`src/rtl/pipeline_redirect_ctrl_if.sv`:
```
// pipeline_redirect_ctrl_if
//   Bundles the EX/ID hazard inputs and the redirect/stall/flush outputs of
//   pipeline_redirect_ctrl.
//   master : core side. Drives the EX/ID inputs and MemStall, and receives
//            the controls.
//   slave  : the controller.
//   Inputs  : ExValid, Diverge, ExTarget, ExIsLoad, ExRd, IdRs1, IdRs2,
//             IdUsesRs1, IdUsesRs2, MemStall
//   Outputs : PCSel, RedirectPC, StallIF, StallID, FlushID, FlushEX, Freeze,
//             RedirectCount, BubbleCount
interface pipeline_redirect_ctrl_if #(
    parameter int XLEN  = 32,
    parameter int CNT_W = 32
);
    logic            ExValid;
    logic            Diverge;
    logic [XLEN-1:0] ExTarget;
    logic            ExIsLoad;
    logic [4:0]      ExRd;
    logic [4:0]      IdRs1;
    logic [4:0]      IdRs2;
    logic            IdUsesRs1;
    logic            IdUsesRs2;
    logic            MemStall;

    logic             PCSel;
    logic [XLEN-1:0]  RedirectPC;
    logic             StallIF;
    logic             StallID;
    logic             FlushID;
    logic             FlushEX;
    logic             Freeze;
    logic [CNT_W-1:0] RedirectCount;
    logic [CNT_W-1:0] BubbleCount;

    modport master (
        output ExValid, Diverge, ExTarget, ExIsLoad, ExRd, IdRs1, IdRs2,
               IdUsesRs1, IdUsesRs2, MemStall,
        input  PCSel, RedirectPC, StallIF, StallID, FlushID, FlushEX, Freeze,
               RedirectCount, BubbleCount
    );

    modport slave (
        input  ExValid, Diverge, ExTarget, ExIsLoad, ExRd, IdRs1, IdRs2,
               IdUsesRs1, IdUsesRs2, MemStall,
        output PCSel, RedirectPC, StallIF, StallID, FlushID, FlushEX, Freeze,
               RedirectCount, BubbleCount
    );
endinterface

```
`src/rtl/pipeline_redirect_ctrl.sv`:
```
// pipeline_redirect_ctrl
//   Sequencer around the EX-stage branch resolve logic. It does three jobs:
//   - It turns a taken branch or jump into a PC redirect and squashes IF/ID
//     and ID/EX.
//   - It inserts load-use bubbles.
//   - It parks a redirect that resolves during a memory freeze until the
//     pipeline thaws.
//   Controls are combinational from the current state and the inputs. This
//   gives zero-latency redirects, which the EX-resolve timing depends on.
//   Ports:
//     clk, rst_n : clock, asynchronous active-low reset. While rst_n is low,
//                  every output is held at 0.
//     bus        : pipeline_redirect_ctrl_if.slave
//   Parameters:
//     XLEN       : width of the PC and of the target addresses.
//     LU_BUBBLES : bubble cycles per load-use hazard. Legal range is 1..3.
//     CNT_W      : width of the statistics counters.
//   Optional: define REDIRECT_STATS_EN to add the RedirectCount and
//   BubbleCount counters. Without it, both ports are tied to 0.
module pipeline_redirect_ctrl #(
    parameter int XLEN       = 32,
    parameter int LU_BUBBLES = 1,
    parameter int CNT_W      = 32
) (
    input logic                    clk,
    input logic                    rst_n,
    pipeline_redirect_ctrl_if.slave bus
);
    typedef enum logic [1:0] {RUN, PEND, BUBBLE} state_t;

    state_t          state, state_nx;
    logic [XLEN-1:0] pend_tgt, pend_tgt_nx;
    logic [1:0]      bub_cnt, bub_cnt_nx;

    logic            redir, lu;
    logic            pc_sel, stall, flush_id, flush_ex;
    logic [XLEN-1:0] redirect_pc;

    assign redir = bus.ExValid & bus.Diverge;
    // A load into x0 is never a real producer, so ExRd = 0 cannot raise a
    // hazard. When both sources match, it still counts as a single hazard.
    assign lu = bus.ExValid & bus.ExIsLoad & (bus.ExRd != 5'd0) &
                ((bus.IdUsesRs1 & (bus.IdRs1 == bus.ExRd)) |
                 (bus.IdUsesRs2 & (bus.IdRs2 == bus.ExRd)));

    always_comb begin
        state_nx    = state;
        pend_tgt_nx = pend_tgt;
        bub_cnt_nx  = bub_cnt;
        pc_sel      = 1'b0;
        redirect_pc = '0;
        stall       = 1'b0;
        flush_id    = 1'b0;
        flush_ex    = 1'b0;
        case (state)
            RUN: begin
                if (bus.MemStall) begin
                    // Frozen: only capture a branch. Load-use is re-evaluated
                    // after the thaw.
                    if (redir) begin
                        pend_tgt_nx = bus.ExTarget;
                        state_nx    = PEND;
                    end
                end else if (redir) begin
                    // The redirect wins over load-use. The stalled ID
                    // instruction is on the wrong path and is squashed anyway.
                    pc_sel      = 1'b1;
                    redirect_pc = bus.ExTarget;
                    flush_id    = 1'b1;
                    flush_ex    = 1'b1;
                end else if (lu) begin
                    stall    = 1'b1;
                    flush_ex = 1'b1;
                    if (LU_BUBBLES > 1) begin
                        state_nx   = BUBBLE;
                        bub_cnt_nx = 2'(LU_BUBBLES - 1);
                    end
                end
            end
            PEND: begin
                // EX now holds stale data, so only the captured target counts.
                if (!bus.MemStall) begin
                    pc_sel      = 1'b1;
                    redirect_pc = pend_tgt;
                    flush_id    = 1'b1;
                    flush_ex    = 1'b1;
                    state_nx    = RUN;
                end
            end
            BUBBLE: begin
                if (!bus.MemStall) begin
                    stall      = 1'b1;
                    flush_ex   = 1'b1;
                    bub_cnt_nx = bub_cnt - 2'd1;
                    if (bub_cnt == 2'd1) state_nx = RUN;
                end
            end
            default: state_nx = RUN;
        endcase
    end

    always_ff @(posedge clk or negedge rst_n) begin
        if (!rst_n) begin
            state    <= RUN;
            pend_tgt <= '0;
            bub_cnt  <= '0;
        end else begin
            state    <= state_nx;
            pend_tgt <= pend_tgt_nx;
            bub_cnt  <= bub_cnt_nx;
        end
    end

    // The outputs are gated by rst_n, so reset silences them immediately
    // rather than at the next clock edge.
    assign bus.PCSel      = rst_n & pc_sel;
    assign bus.RedirectPC = rst_n ? redirect_pc : '0;
    assign bus.StallIF    = rst_n & stall;
    assign bus.StallID    = rst_n & stall;
    assign bus.FlushID    = rst_n & flush_id;
    assign bus.FlushEX    = rst_n & flush_ex;
    assign bus.Freeze     = rst_n & bus.MemStall;

`ifdef REDIRECT_STATS_EN
    logic [CNT_W-1:0] redirect_cnt, bubble_cnt;

    // A FlushEX without PCSel is always a load-use or BUBBLE cycle.
    always_ff @(posedge clk or negedge rst_n) begin
        if (!rst_n) begin
            redirect_cnt <= '0;
            bubble_cnt   <= '0;
        end else begin
            if (pc_sel)              redirect_cnt <= redirect_cnt + 1'b1;
            if (flush_ex && !pc_sel) bubble_cnt   <= bubble_cnt + 1'b1;
        end
    end

    assign bus.RedirectCount = redirect_cnt;
    assign bus.BubbleCount   = bubble_cnt;
`else
    assign bus.RedirectCount = {CNT_W{1'b0}};
    assign bus.BubbleCount   = {CNT_W{1'b0}};
`endif
endmodule

```
`src/flat_wrapper.sv`:
```
// flat-port wrapper written by rule: the top's interface ports become plain ports
module pipeline_redirect_ctrl_flat 
#(
    parameter int XLEN       = 32,
    parameter int LU_BUBBLES = 1,
    parameter int CNT_W      = 32
)
  (clk, rst_n, bus_ExValid, bus_Diverge, bus_ExTarget, bus_ExIsLoad, bus_ExRd, bus_IdRs1, bus_IdRs2, bus_IdUsesRs1, bus_IdUsesRs2, bus_MemStall, bus_PCSel, bus_RedirectPC, bus_StallIF, bus_StallID, bus_FlushID, bus_FlushEX, bus_Freeze, bus_RedirectCount, bus_BubbleCount);
  pipeline_redirect_ctrl_if #(.XLEN(XLEN), .CNT_W(CNT_W)) bus_i ();
  input logic clk;
  input logic rst_n;
  input wire logic [$bits(bus_i.ExValid)-1:0] bus_ExValid;
  input wire logic [$bits(bus_i.Diverge)-1:0] bus_Diverge;
  input wire logic [$bits(bus_i.ExTarget)-1:0] bus_ExTarget;
  input wire logic [$bits(bus_i.ExIsLoad)-1:0] bus_ExIsLoad;
  input wire logic [$bits(bus_i.ExRd)-1:0] bus_ExRd;
  input wire logic [$bits(bus_i.IdRs1)-1:0] bus_IdRs1;
  input wire logic [$bits(bus_i.IdRs2)-1:0] bus_IdRs2;
  input wire logic [$bits(bus_i.IdUsesRs1)-1:0] bus_IdUsesRs1;
  input wire logic [$bits(bus_i.IdUsesRs2)-1:0] bus_IdUsesRs2;
  input wire logic [$bits(bus_i.MemStall)-1:0] bus_MemStall;
  output wire logic [$bits(bus_i.PCSel)-1:0] bus_PCSel;
  output wire logic [$bits(bus_i.RedirectPC)-1:0] bus_RedirectPC;
  output wire logic [$bits(bus_i.StallIF)-1:0] bus_StallIF;
  output wire logic [$bits(bus_i.StallID)-1:0] bus_StallID;
  output wire logic [$bits(bus_i.FlushID)-1:0] bus_FlushID;
  output wire logic [$bits(bus_i.FlushEX)-1:0] bus_FlushEX;
  output wire logic [$bits(bus_i.Freeze)-1:0] bus_Freeze;
  output wire logic [$bits(bus_i.RedirectCount)-1:0] bus_RedirectCount;
  output wire logic [$bits(bus_i.BubbleCount)-1:0] bus_BubbleCount;
  assign bus_i.ExValid = bus_ExValid;
  assign bus_i.Diverge = bus_Diverge;
  assign bus_i.ExTarget = bus_ExTarget;
  assign bus_i.ExIsLoad = bus_ExIsLoad;
  assign bus_i.ExRd = bus_ExRd;
  assign bus_i.IdRs1 = bus_IdRs1;
  assign bus_i.IdRs2 = bus_IdRs2;
  assign bus_i.IdUsesRs1 = bus_IdUsesRs1;
  assign bus_i.IdUsesRs2 = bus_IdUsesRs2;
  assign bus_i.MemStall = bus_MemStall;
  assign bus_PCSel = bus_i.PCSel;
  assign bus_RedirectPC = bus_i.RedirectPC;
  assign bus_StallIF = bus_i.StallIF;
  assign bus_StallID = bus_i.StallID;
  assign bus_FlushID = bus_i.FlushID;
  assign bus_FlushEX = bus_i.FlushEX;
  assign bus_Freeze = bus_i.Freeze;
  assign bus_RedirectCount = bus_i.RedirectCount;
  assign bus_BubbleCount = bus_i.BubbleCount;
  pipeline_redirect_ctrl #(.XLEN(XLEN), .LU_BUBBLES(LU_BUBBLES), .CNT_W(CNT_W)) u_core (.clk(clk), .rst_n(rst_n), .bus(bus_i));
endmodule
```
`config.mk`:
```
export PLATFORM = sky130hd
export DESIGN_NAME = pipeline_redirect_ctrl_flat
export DESIGN_NICKNAME = d
export VERILOG_FILES = /design/src/rtl/pipeline_redirect_ctrl_if.sv /design/src/rtl/pipeline_redirect_ctrl.sv /design/src/flat_wrapper.sv
export SDC_FILE = /design/constraint.sdc
export NUM_CORES = 1
export LEC_CHECK = 0
export ABC_AREA = 1
export CAP_MARGIN = 40
export CORE_AREA = 2 2 87 89
export DETAILED_ROUTE_END_ITERATION = 7
export DIE_AREA = 0 0 89 91
export GPL_TIMING_DRIVEN = 0
export PLACE_DENSITY = 0.8
export SYNTH_ARGS = -nofsm -noshare
export SYNTH_HDL_FRONTEND = slang
export SYNTH_SLANG_ARGS = --single-unit
```
`constraint.sdc`:
```
create_clock -name clk -period 1.8 [get_ports clk]
set_input_delay 0.36 -clock clk [delete_from_list [all_inputs] [get_ports clk]]
set_output_delay 0.36 -clock clk [all_outputs]
set_load 0.05 [all_outputs]
```
# Word level (Yosys, flattened, before mapping)
# Index checks and enable logic that the tools add are counted.
dict set report totals {
  regBits 36
  latchBits 0
  mem_bits_rw 0
  rom_bits 0
  inputBits 55
  output_inout_bits 102
  wordCells 54
  memories 0
}
dict set report classes {
  n_addsub 1
  n_mul 0
  div 0
  magnitude_cmp 0
  n_eq_ne 10
  shifts 0
  n_mux 22
  bitwise_logic 12
  reduce_logical 6
}
# cell n
set op_table {}
lappend op_table {{$mux W32} 4}
lappend op_table {{$pmux W32 S2} 1}
lappend op_table {{$and A1 B1 Y1} 10}
lappend op_table {{$eq A5 B5 Y1} 2}
lappend op_table {{$mux W2} 5}
lappend op_table {{$mux W1} 8}
lappend op_table {{$ne A2 B2 Y1 const B} 3}
lappend op_table {{$pmux W1 S2} 3}
lappend op_table {{$pmux W2 S3} 1}
lappend op_table {{$reduce_and A5 Y1} 1}
lappend op_table {{$reduce_bool A5 Y1} 1}
lappend op_table {{$eq A2 B1 Y1 const B} 2}
lappend op_table {{$ne A2 B1 Y1 const B} 2}
lappend op_table {{$reduce_and A3 Y1} 1}
lappend op_table {{$eq A2 B2 Y1 const B} 1}
lappend op_table {{$logic_not A2 Y1} 1}
lappend op_table {{$reduce_and A2 Y1} 1}
lappend op_table {{$reduce_or A2 Y1} 1}
lappend op_table {{$sub A2 B1 Y2 const B} 1}
lappend op_table {{$not A1 Y1} 1}
lappend op_table {{$or A1 B1 Y1} 1}

# Longest topological paths before layout
# Gate-level depths: netlist (run 1).
dict set report logic_depth {
  depth_word 9
  ltp_mapped 9
  mapped_depth_nobuf 8
}

# Worst setup path after synthesis (run 1)
# No wires, ideal clock.
dict set report synth_timing {
  path_kind {input to output}
  from {input port bus_IdRs2[1]}
  to {output port bus_StallIF}
  t_arrival_ps 1745
  required_ps 1440
  slack_ps -305
  cell_stages 9
  path_buffers 1
  path_cell_list {inv_1 > nand2_1 > nand2_1 > nor2_1 > nand3_1 > nand2_1 > nand2_1 > nor2_1 > buf_4}
}
dict set report synth_between {
  elab_chain_cells 9
}
# item line_no
set synth_lines {}
lappend synth_lines {{start: declaration} flat_wrapper.sv:18} ;# input wire logic [$bits(bus_i.IdRs2)-1:0] bus_IdRs2;
lappend synth_lines {{$eq A5 B5 Y1} pipeline_redirect_ctrl.sv:44} ;# (bus.IdUsesRs2 & (bus.IdRs2 == bus.ExRd)));
lappend synth_lines {{$and A1 B1 Y1} pipeline_redirect_ctrl.sv:44}
lappend synth_lines {{$or A1 B1 Y1} pipeline_redirect_ctrl.sv:43} ;# ((bus.IdUsesRs1 & (bus.IdRs1 == bus.ExRd)) |
lappend synth_lines {{$and A1 B1 Y1} pipeline_redirect_ctrl.sv:42} ;# assign lu = bus.ExValid & bus.ExIsLoad & (bus.ExRd != 5'd0) &
lappend synth_lines {{$mux W1} pipeline_redirect_ctrl.sv:71} ;# end else if (lu) begin
lappend synth_lines {{$mux W1} pipeline_redirect_ctrl.sv:64} ;# end else if (redir) begin
lappend synth_lines {{$mux W1} pipeline_redirect_ctrl.sv:57} ;# if (bus.MemStall) begin
lappend synth_lines {{$pmux W1 S2} pipeline_redirect_ctrl.sv:55} ;# case (state)
lappend synth_lines {{$and A1 B1 Y1} --}
lappend synth_lines {{end: declaration} flat_wrapper.sv:24} ;# output wire logic [$bits(bus_i.StallIF)-1:0] bus_StallIF;
# Every way passes these cells.

# Final worst setup path (run 1)
dict set report layout_timing {
  from {register u_core.state[0]}
  to {output port bus_RedirectPC[10]}
}
dict set report layout_between {
  elab_chain_cells 3
  word_cells_on_any_way 4
  cone_classes {1 x eq/ne; 2 x mux; 1 x reduce/logical}
}
# item line_no
set layout_lines {}
lappend layout_lines {{start: declaration} pipeline_redirect_ctrl.sv:31} ;# state_t state, state_nx;
lappend layout_lines {{start signal: assignment} pipeline_redirect_ctrl.sv:108} ;# state <= state_nx;
lappend layout_lines {{$eq A2 B1 Y1 / $logic_not A2 Y1 (equally long branches)} pipeline_redirect_ctrl.sv:55}
lappend layout_lines {{$pmux W32 S2 *} pipeline_redirect_ctrl.sv:55}
lappend layout_lines {{$mux W32 *} pipeline_redirect_ctrl.sv:117} ;# assign bus.RedirectPC = rst_n ? redirect_pc : '0;
lappend layout_lines {{end: declaration} flat_wrapper.sv:23} ;# output wire logic [$bits(bus_i.RedirectPC)-1:0] bus_RedirectPC;
# Mark *: on every way between the ends. The rest lies on a longest branch, timed or not.

==> impl_metrics.json, run 1 <==
{
  "num_vias": 2749,
  "clockPowerShare": 0.190,
  "fin_area_sq_um": 4730,
  "layout_commonest_cell": "buf_4",
  "finalMaxSlewViolations": 0,
  "ys_types": 18,
  "routedWlPerCell_microns": 14.3,
  "power.switching_mw": 1.17,
  "setup_ws_ns": -0.0866,
  "grt_first_pass_wirelength_microns": 13500,
  "dp.final_hpwl_microns": 5890,
  "cts_root_buf": "clkbuf_8",
  "fp.coreArea_sq_um": 7140,
  "final-hold-violation-count": 33,
  "viasPerCell": 4.57,
  "clkSlewWorstSetupHoldPaths_ns": 0.08,
  "groute.usage.overall": 0.206,
  "tns_ns": -1.62,
  "insertion_delay_ns": 0.28,
  "hold_class": "in -> async",
  "synth_cells": 323,
  "cts-htree-levels": 2,
  "syn_to_final_growth_pct": 72.8,
  "grt-ovfl-total": 0,
  "netSwitchingFraction": 0.396,
  "tritoncts": "built",
  "power.density_nw_per_um2": 622,
  "first_global_vias": 2733,
  "cp.required_ns": 1.44,
  "finalWirelength_microns": 8620,
  "finalSetupViolCount": 34,
  "worstPathArrival_ns": 1.53,
  "synth-seq-area-share": 0.302,
  "worstSetupStartpointType": "flip-flop",
  "initial_core_util": 0.384,
  "synth_top_area_share": 0.302,
  "die_area_sq_um": 8100,
  "reg2reg_slack_ns": 0.12,
  "fin_crit_sh": 1.05,
  "rsz0062_at_grt": "true",
  "dieWidth_microns": 89,
  "drive_above_1_share": 0.502,
  "drc_errors": 0,
  "synthTopCellsByArea": "dfrtp_1, buf_4, mux2_4",
  "synth.avg_cell_area_sq_um": 8.48,
  "ant_nets": 0,
  "gp_congestion": 0.759,
  "critPathCaptureType": "output pin",
  "reg2regPathDepth": 7,
  "vdd_drop_max_uv": 452,
  "finalPower_mw": 2.94,
  "max_freq_mhz": 530,
  "antenna_found_initial": 0,
  "period_needed_ns": 1.89,
  "p_int_mw": 1.78,
  "crit_fanout": 6,
  "clock_sinks": 33,
  "clockBufferDepth": 2,
  "num_antenna_cells": 0,
  "cts_buffers": 5,
  "yosys_warnings": 0,
  "reg2reg_to": "u_core.pend_tgt[2]$_DFFE_PN0P_",
  "power.leakage_nw": 2.33,
  "yosys.area.top_type": "dfrtp_1",
  "layout_common_cells": "buf_4, conb_1, buf_6",
  "num_rows": 31,
  "ys_seq_elements": 33,
  "place_area_sq_um": 4140,
  "synthesis.area_sq_um": 2740,
  "nets": 556,
  "pwr-share-seq": 0.350,
  "combPwrFrac": 0.460,
  "crit_type": "reg -> out",
  "drv_cap": 0,
  "grt_start_max_net_pins": 36,
  "fin_skew_ns": 0.00657,
  "outcome": "finished with violations",
  "die_h_microns": 91,
  "first_iter_violations": 84,
  "violations": "hold timing, setup timing",
  "reg2reg_from": "u_core.state[0]$_DFFE_PN0P_",
  "port_buffers": 92,
  "worst_hold_slack_ns": -0.0978,
  "dr.pass1.iters": 4,
  "pin_count": 157,
  "dp_slack_ns": -1.21
}
## Yosys cell counts, drive strengths merged
library cell	n
nand4	34
a21oi	33
nand3	35
conb	1
buf	84
dfrtp	33
inv	20
clkbuf	5
mux2	32
nor2	11
nand2	35
## cells by family after synthesis
logic type / count (synthesis) / synth area share
AOI/OAI and AO/OA: 33 / 0.0603
buffers and inverters: 109 / 0.255
DFF: 33 / 0.302
muxes: 32 / 0.173
other: 1 / 0.00137
and+or+nand+nor: 115 / 0.209
## cell type report
type                            count  area [sq um]
Clock buffer                        5          68.8
Tap cell                           99           124
Buffer                             89           751
Clock inverter                      3          17.5
Timing Repair Buffer              107          1110
Fill cell                         594          2400
Inverter                           20          85.1
Multi-Input combinational cell    244          1740
Timing Repair inverter              1          7.51
Sequential cell                    33           826
## registers in the layout, indices dropped and copies added (netlist names)
signal / count
u_core.state: 1
u_core.pend_tgt: 32
## worst max-delay path by stage
stage | slack (ns) | end | cells after the start | start
2_1_floorplan | -0.04 | bus_StallIF | 9 | bus_IdRs2[1]
3_3_place_gp | -2.25 | bus_StallIF | 9 | rst_n
3_5_place_dp | -1.21 | bus_StallIF | 9 | rst_n
4_1_cts | -0.07 | bus_RedirectPC[27] | 6 | u_core.state[0]$_DFFE_PN0P_
5_1_grt | -0.14 | bus_RedirectPC[10] | 6 | u_core.state[0]$_DFFE_PN0P_
6_report | -0.09 | bus_RedirectPC[10] | 6 | u_core.state[0]$_DFFE_PN0P_
## power by group through the flow
stage               logic [mW]  clock network, mW  registers, mW
detailed placement        1.21                  0           1.00
global route              1.43              0.595           1.05
global placement          1.19                  0          0.994
floorplan                0.932                  0          0.980
CTS                       1.32              0.559           1.01
finish                    1.35              0.560           1.03
## metrics by stage
stage	utilization	instances	hold slack, ns
finish	0.663	601	-0.0978
global route	0.663	601	-0.0995
CTS	0.649	601	-0.0903
detailed placement	0.580	577	0.490
global placement	0.580	577	0.475
floorplan	-	386	0.0644
## critical path: stages, from the launching register on
cell and delay (ns):
dfrtp_1 0.39, buf_6 0.15, inv_8 0.09, buf_6 0.12, nand4_1 0.14, a21oi_4 0.18, buf_6 0.18
## per-layer routing
metal | global-route usage | up-vias | wire, microns
met3 | 0.0364 | 8 | 536
met4 | 0.0373 | 0 | 56
met1 | 0.265 | 1294 | 3530
met5 | 0 | - | 0
li1 | - | 1331 | -
met2 | 0.361 | 116 | 4490
## timing repair
action	in CTS	in global routing
hold endpoints to repair	33	33
setup buffers	9	0
resized for setup	363	28
gates cloned	7	0
endpoints found under the setup margin	38	37
pin swaps	55	16
(Power assumes the default switching activity.)
==> inputs of run 2 (changes only) <==
- CORE_AREA: 2 2 87 89 -> 2 2 92 94
- DIE_AREA: 0 0 89 91 -> 0 0 94 96
- GPL_TIMING_DRIVEN: 0 -> 1
- PLACE_DENSITY: 0.8 -> 0.72
==> run 2 against run 1 <==
  * The flow finishes with violations (setup timing)
  * Critical endpoint is now bus_RedirectPC[2]
  * Wire length shrank 1.3%
  * Total power grew 4.0%
  * First-iteration DRC count shrank 23%
==> impl_metrics.json, run 2 (synthesized netlist as in run 1, its figures left out) <==
{
  "ant_nets": 0,
  "outcome": "finished with violations",
  "first_global_vias": 2567,
  "finalWirelength_microns": 8510,
  "cts_buffers": 5,
  "antenna_found_initial": 0,
  "drv_cap": 0,
  "layout_commonest_cell": "conb_1",
  "pin_count": 157,
  "max_freq_mhz": 535,
  "reg2regPathDepth": 6,
  "hold_class": "in -> async",
  "crit_fanout": 8,
  "drive_above_1_share": 0.401,
  "finalMaxSlewViolations": 0,
  "dp.cells": 507,
  "crit_type": "reg -> out",
  "setup_ws_ns": -0.0687,
  "gp_congestion": 0.813,
  "fp.coreArea_sq_um": 8050,
  "top_register": "u_core.pend_tgt",
  "layout_common_cells": "conb_1, buf_12, nand4_1, nand3_1, clkdlybuf4s50_1",
  "dp.final_hpwl_microns": 5280,
  "fin_crit_sh": 1.04,
  "insertion_delay_ns": 0.28,
  "tritoncts": "built",
  "instances_no_fill": 539,
  "num_rows": 33,
  "grt_start_max_net_pins": 34,
  "period_needed_ns": 1.87,
  "worstPathArrival_ns": 1.51,
  "fin_skew_ns": 0.00779,
  "cp.required_ns": 1.44,
  "path_cells": "buf_6, inv_6, nand4_1, a21oi_2, buf_12",
  "worstSetupStartpointType": "flip-flop",
  "num_antenna_cells": 0,
  "clkSlewWorstSetupHoldPaths_ns": 0.07,
  "routedWlPerCell_microns": 15.8,
  "port_buffers": 92,
  "viasPerCell": 4.86,
  "cts-htree-levels": 2,
  "power.leakage_nw": 2.10,
  "vdd_drop_max_uv": 275,
  "violations": "setup timing",
  "die_h_microns": 96,
  "n_fill_cell": 697,
  "cpMaxStageDelayCell": "dfrtp_2",
  "hold_buffers": 0,
  "worst_hold_slack_ns": 0.176,
  "syn_to_final_growth_pct": 69.3,
  "finalSetupViolCount": 32,
  "largest_register_ffs": 32,
  "tns_ns": -1.14,
  "num_vias": 2619,
  "grt-ovfl-total": 0,
  "critPathCaptureType": "output pin",
  "dieWidth_microns": 94,
  "die_area_sq_um": 9020,
  "cpPeakStageDelay_ns": 0.47,
  "grt_first_pass_wirelength_microns": 13100,
  "clockBufferDepth": 2,
  "nets": 488,
  "cts_root_buf": "clkbuf_8",
  "rsz0062_at_grt": "true",
  "top_regs": "u_core.pend_tgt: 32 flops, u_core.state: 1 flops",
  "groute.usage.overall": 0.186,
  "dr.pass1.iters": 6,
  "first_iter_violations": 65,
  "drc_errors": 0,
  "initial_core_util": 0.340,
  "final-hold-violation-count": 0,
  "clock_sinks": 33,
  "power.density_nw_per_um2": 660
}
run 2: cell types whose count changed in the layout (fill, tap and decap cells not counted), moves of 5 or more:
cell / before / now
buf_8: 9 / 3
buf_6: 52 / 1
buf_4: 74 / 10
nand3_1: 15 / 34
dlygate4sd2_1: 16 / 9
nand3_4: 6 / 1
nand3_2: 14 / 0
buf_12: 0 / 48
run 2: layer usage:
| metal | up-vias | part of all wire | track usage |
|---|---|---|---|
| li1 | 1193 | - | - |
| met1 | 1269 | 0.42 | 0.238 |
| met2 | 141 | 0.50 | 0.318 |
| met3 | 16 | 0.060 | 0.0423 |
| met4 | 0 | 0.016 | 0.0495 |
| met5 | - | 0 | 0 |
run 2: critical path: cells and delay by family (launching register included):
family | cells | cell delay [ns]
flip-flops | 1 | 0.47
buffers and inverters | 3 | 0.44
AO/OA/AOI/OAI | 1 | 0.19
AND/OR/NAND/NOR | 1 | 0.12
run 2: worst paths after layout:
kind	slack (ns)	from	end
worst max-delay path	-0.07	u_core.state[0]$_DFFE_PN0P_	bus_RedirectPC[2]
worst min-delay path	0.18	rst_n	u_core.pend_tgt[30]$_DFFE_PN0P_
worst max register to register	0.20	u_core.state[0]$_DFFE_PN0P_	u_core.pend_tgt[21]$_DFFE_PN0P_
worst min register to register	0.50	u_core.pend_tgt[27]$_DFFE_PN0P_	u_core.pend_tgt[27]$_DFFE_PN0P_
max in group asynchronous	1.31	rst_n	u_core.pend_tgt[11]$_DFFE_PN0P_
min in group clk	0.47	bus_Diverge	u_core.state[0]$_DFFE_PN0P_
run 2: cell type report:
type	instances	area (sq um)	share of cell area
clock buffers	7	86.3	0.0186
clock inverters	1	30.0	0.00648
inverters	20	98.8	0.0213
multi-input cells	244	1610	0.348
flip-flops and latches	33	827	0.178
well taps	105	131	0.0283
repair buffers	123	1780	0.384
repair inverters	6	70.1	0.0151
run 2: power breakdown:
group	switching (mW)	internal, mW
clock network	0.279	0.451
registers	0.0992	0.905
logic	0.746	0.581
run 2: timing repair:
action | 4_1_cts | 5_1_grt
pin swaps | 39 | 29
buffers inserted | 6 | 5
gates cloned | 8 | 5
setup endpoints to repair | 37 | 37
resized for setup | 54 | 23
run 2: stage by stage:
step	instance area (sq um)	power [mW]	setup slack (ns)	util
3_5_place_dp	4080	2.20	-0.345	0.506
2_1_floorplan	3100	1.91	-0.0410	-
6_report	4640	3.06	-0.0687	0.576
4_1_cts	4510	3.03	-0.0801	0.560
3_3_place_gp	4080	2.17	-0.342	0.506
5_1_grt	4640	3.21	-0.133	0.576
==> inputs of run 3 (changes only) <==
- ABC_CLOCK_PERIOD_IN_PS: default -> 1800
- CORE_AREA: 2 2 92 94 -> 2 2 129 68
- CTS_CLUSTER_DIAMETER: default -> 30
- DIE_AREA: 0 0 94 96 -> 0 0 131 70
==> run 3 against run 2 <==
  * The flow still finishes with violations (setup timing)
  * Sequential share of layout area grew 0.13 points
  * Worst setup slack better by 0.022 ns
  * Cell count increased by 0.93%
  * Sequential cell count unchanged
  * Non-clock buffer count shrank 5
  * Die area rose by 1.6%
  * Combinational power is essentially flat
  * Worst hold slack got worse by 0.023 ns
  * Clock skew shrank 0.00096 ns
  * Critical endpoint is now bus_RedirectPC[10]
  * Clock-buffer cell count stayed put
  * Register-to-register slack about the same
==> impl_metrics.json, run 3 (synthesized netlist as in run 1, its figures left out) <==
{
  "outcome": "finished with violations",
  "violations": "setup timing",
  "reg2reg_to": "u_core.pend_tgt[28]$_DFFE_PN0P_",
  "rsz0062_at_grt": "true",
  "finalSetupViolCount": 21,
  "antenna_found_initial": 0,
  "hold_buffers": 0,
  "cts_root_buf": "clkbuf_16",
  "dp_slack_ns": -0.324,
  "top_regs": "u_core.pend_tgt: 32 flops, u_core.state: 1 flops",
  "drv_cap": 0,
  "tritoncts": "built",
  "finalMaxSlewViolations": 0,
  "layout_common_cells": "conb_1, buf_12, nand4_1, nand3_1, clkdlybuf4s50_1",
  "cp.required_ns": 1.44,
  "pin_count": 157,
  "dieWidth_microns": 131,
  "die_h_microns": 70,
  "num_rows": 24,
  "finalWirelength_microns": 8720,
  "crit_type": "reg -> out",
  "worst_hold_slack_ns": 0.152,
  "final_core_util": 0.558,
  "crit_fanout": 4,
  "insertion_delay_ns": 0.27,
  "reg2reg_from": "u_core.state[0]$_DFFE_PN0P_",
  "num_vias": 2490,
  "fin_crit_sh": 1.03,
  "cts_buffers": 5,
  "die_area_sq_um": 9170,
  "power.leakage_nw": 2.08,
  "nets": 481,
  "max_freq_mhz": 542,
  "power.density_nw_per_um2": 717,
  "critPathCaptureType": "output pin",
  "worstSetupStartpointType": "flip-flop",
  "vdd_drop_max_uv": 457,
  "viasPerCell": 4.58,
  "hold_class": "in -> async",
  "setup_ws_ns": -0.0465,
  "worstPathArrival_ns": 1.49,
  "drc_errors": 0,
  "final-hold-violation-count": 0,
  "initial_core_util": 0.332,
  "first_global_vias": 2473,
  "port_buffers": 92,
  "dr.pass1.iters": 6,
  "ant_nets": 0,
  "clock_sinks": 33,
  "largest_register_ffs": 32,
  "layout_commonest_cell": "conb_1",
  "reg2reg_slack_ns": 0.20,
  "top_register": "u_core.pend_tgt",
  "fp.coreArea_sq_um": 8260,
  "grt_start_max_net_pins": 35,
  "groute.usage.overall": 0.190,
  "first_iter_violations": 110,
  "fin_skew_ns": 0.00683,
  "clockBufferDepth": 2,
  "grt-ovfl-total": 0,
  "n_fill_cell": 687,
  "cts-htree-levels": 2,
  "gp_congestion": 0.905,
  "clkSlewWorstSetupHoldPaths_ns": 0.06,
  "grt_first_pass_wirelength_microns": 13400,
  "dp.final_hpwl_microns": 5700,
  "routedWlPerCell_microns": 16.0,
  "period_needed_ns": 1.85,
  "num_antenna_cells": 0,
  "reg2regPathDepth": 6,
  "drive_above_1_share": 0.375,
  "syn_to_final_growth_pct": 68.1
}
## run 3: cell types whose count changed in the layout (fill, tap and decap cells not counted), sizes merged
cell           previous run  this run
buf                      69        66
clkbuf                   13         9
clkdlybuf4s15             6         4
inv                      25        21
dlygate4sd2               9        13
clkinv                    1         3
## run 3: area by class of cell
| cell class | count | area [sq um] | area share |
|---|---|---|---|
| inverter | 20 | 98.8 | 0.0215 |
| clock buffer | 7 | 143 | 0.0310 |
| tap | 117 | 146 | 0.0318 |
| sequential | 33 | 827 | 0.180 |
| timing repair inverter | 4 | 71.3 | 0.0155 |
| timing repair buffer | 118 | 1700 | 0.369 |
| clock inverter | 1 | 30.0 | 0.00652 |
| multi-input combinational | 244 | 1590 | 0.345 |
## run 3: power by group
part | internal [mW] | switching, mW
Sequential | 0.907 | 0.0986
Clock | 0.691 | 0.305
Combinational | 0.559 | 0.742
## run 3: repair_timing
action | 4_1_cts | 5_1_grt
endpoints found under the setup margin | 37 | 37
pin swaps | 29 | 33
endpoints found under the hold margin | 0 | 0
resized for setup | 51 | 13
setup buffers | 7 | 2
gates cloned | 6 | 2
## run 3: metal layers
layer,global-route usage,part of all wire
met2,0.284,0.44
met1,0.275,0.48
met3,0.0498,0.072
met4,0.0378,0.0056
met5,0,0
## run 3: metrics by stage
step | instance area [sq um] | std cells | setup TNS, ns | total power [mW]
after floorplan | 3100 | 386 | -0.0410 | 1.91
after detailed placement | 4100 | 520 | -12.30 | 2.21
final | 4600 | 544 | -0.525 | 3.30
after CTS | 4530 | 540 | -0.907 | 3.29
after global routing | 4600 | 544 | -2.48 | 3.45
after global placement | 4100 | 520 | -11.10 | 2.18
## run 3: worst max-delay path by stage
stage / start / end / slack, ns / depth (start not counted)
3_3_place_gp: bus_ExRd[4] / bus_StallIF / -0.28 / 10
3_5_place_dp: bus_ExRd[0] / bus_StallID / -0.32 / 10
2_1_floorplan: bus_IdRs2[1] / bus_StallIF / -0.04 / 9
5_1_grt: u_core.state[0]$_DFFE_PN0P_ / bus_RedirectPC[10] / -0.11 / 5
4_1_cts: u_core.state[0]$_DFFE_PN0P_ / bus_RedirectPC[6] / -0.06 / 5
6_report: u_core.state[0]$_DFFE_PN0P_ / bus_RedirectPC[10] / -0.05 / 5
## run 3: critical path, cell delays in order (launching register included)
cell	delay, ns
dfrtp_2	0.47
buf_12	0.18
inv_6	0.08
nand4_1	0.11
a21oi_2	0.21
buf_12	0.16
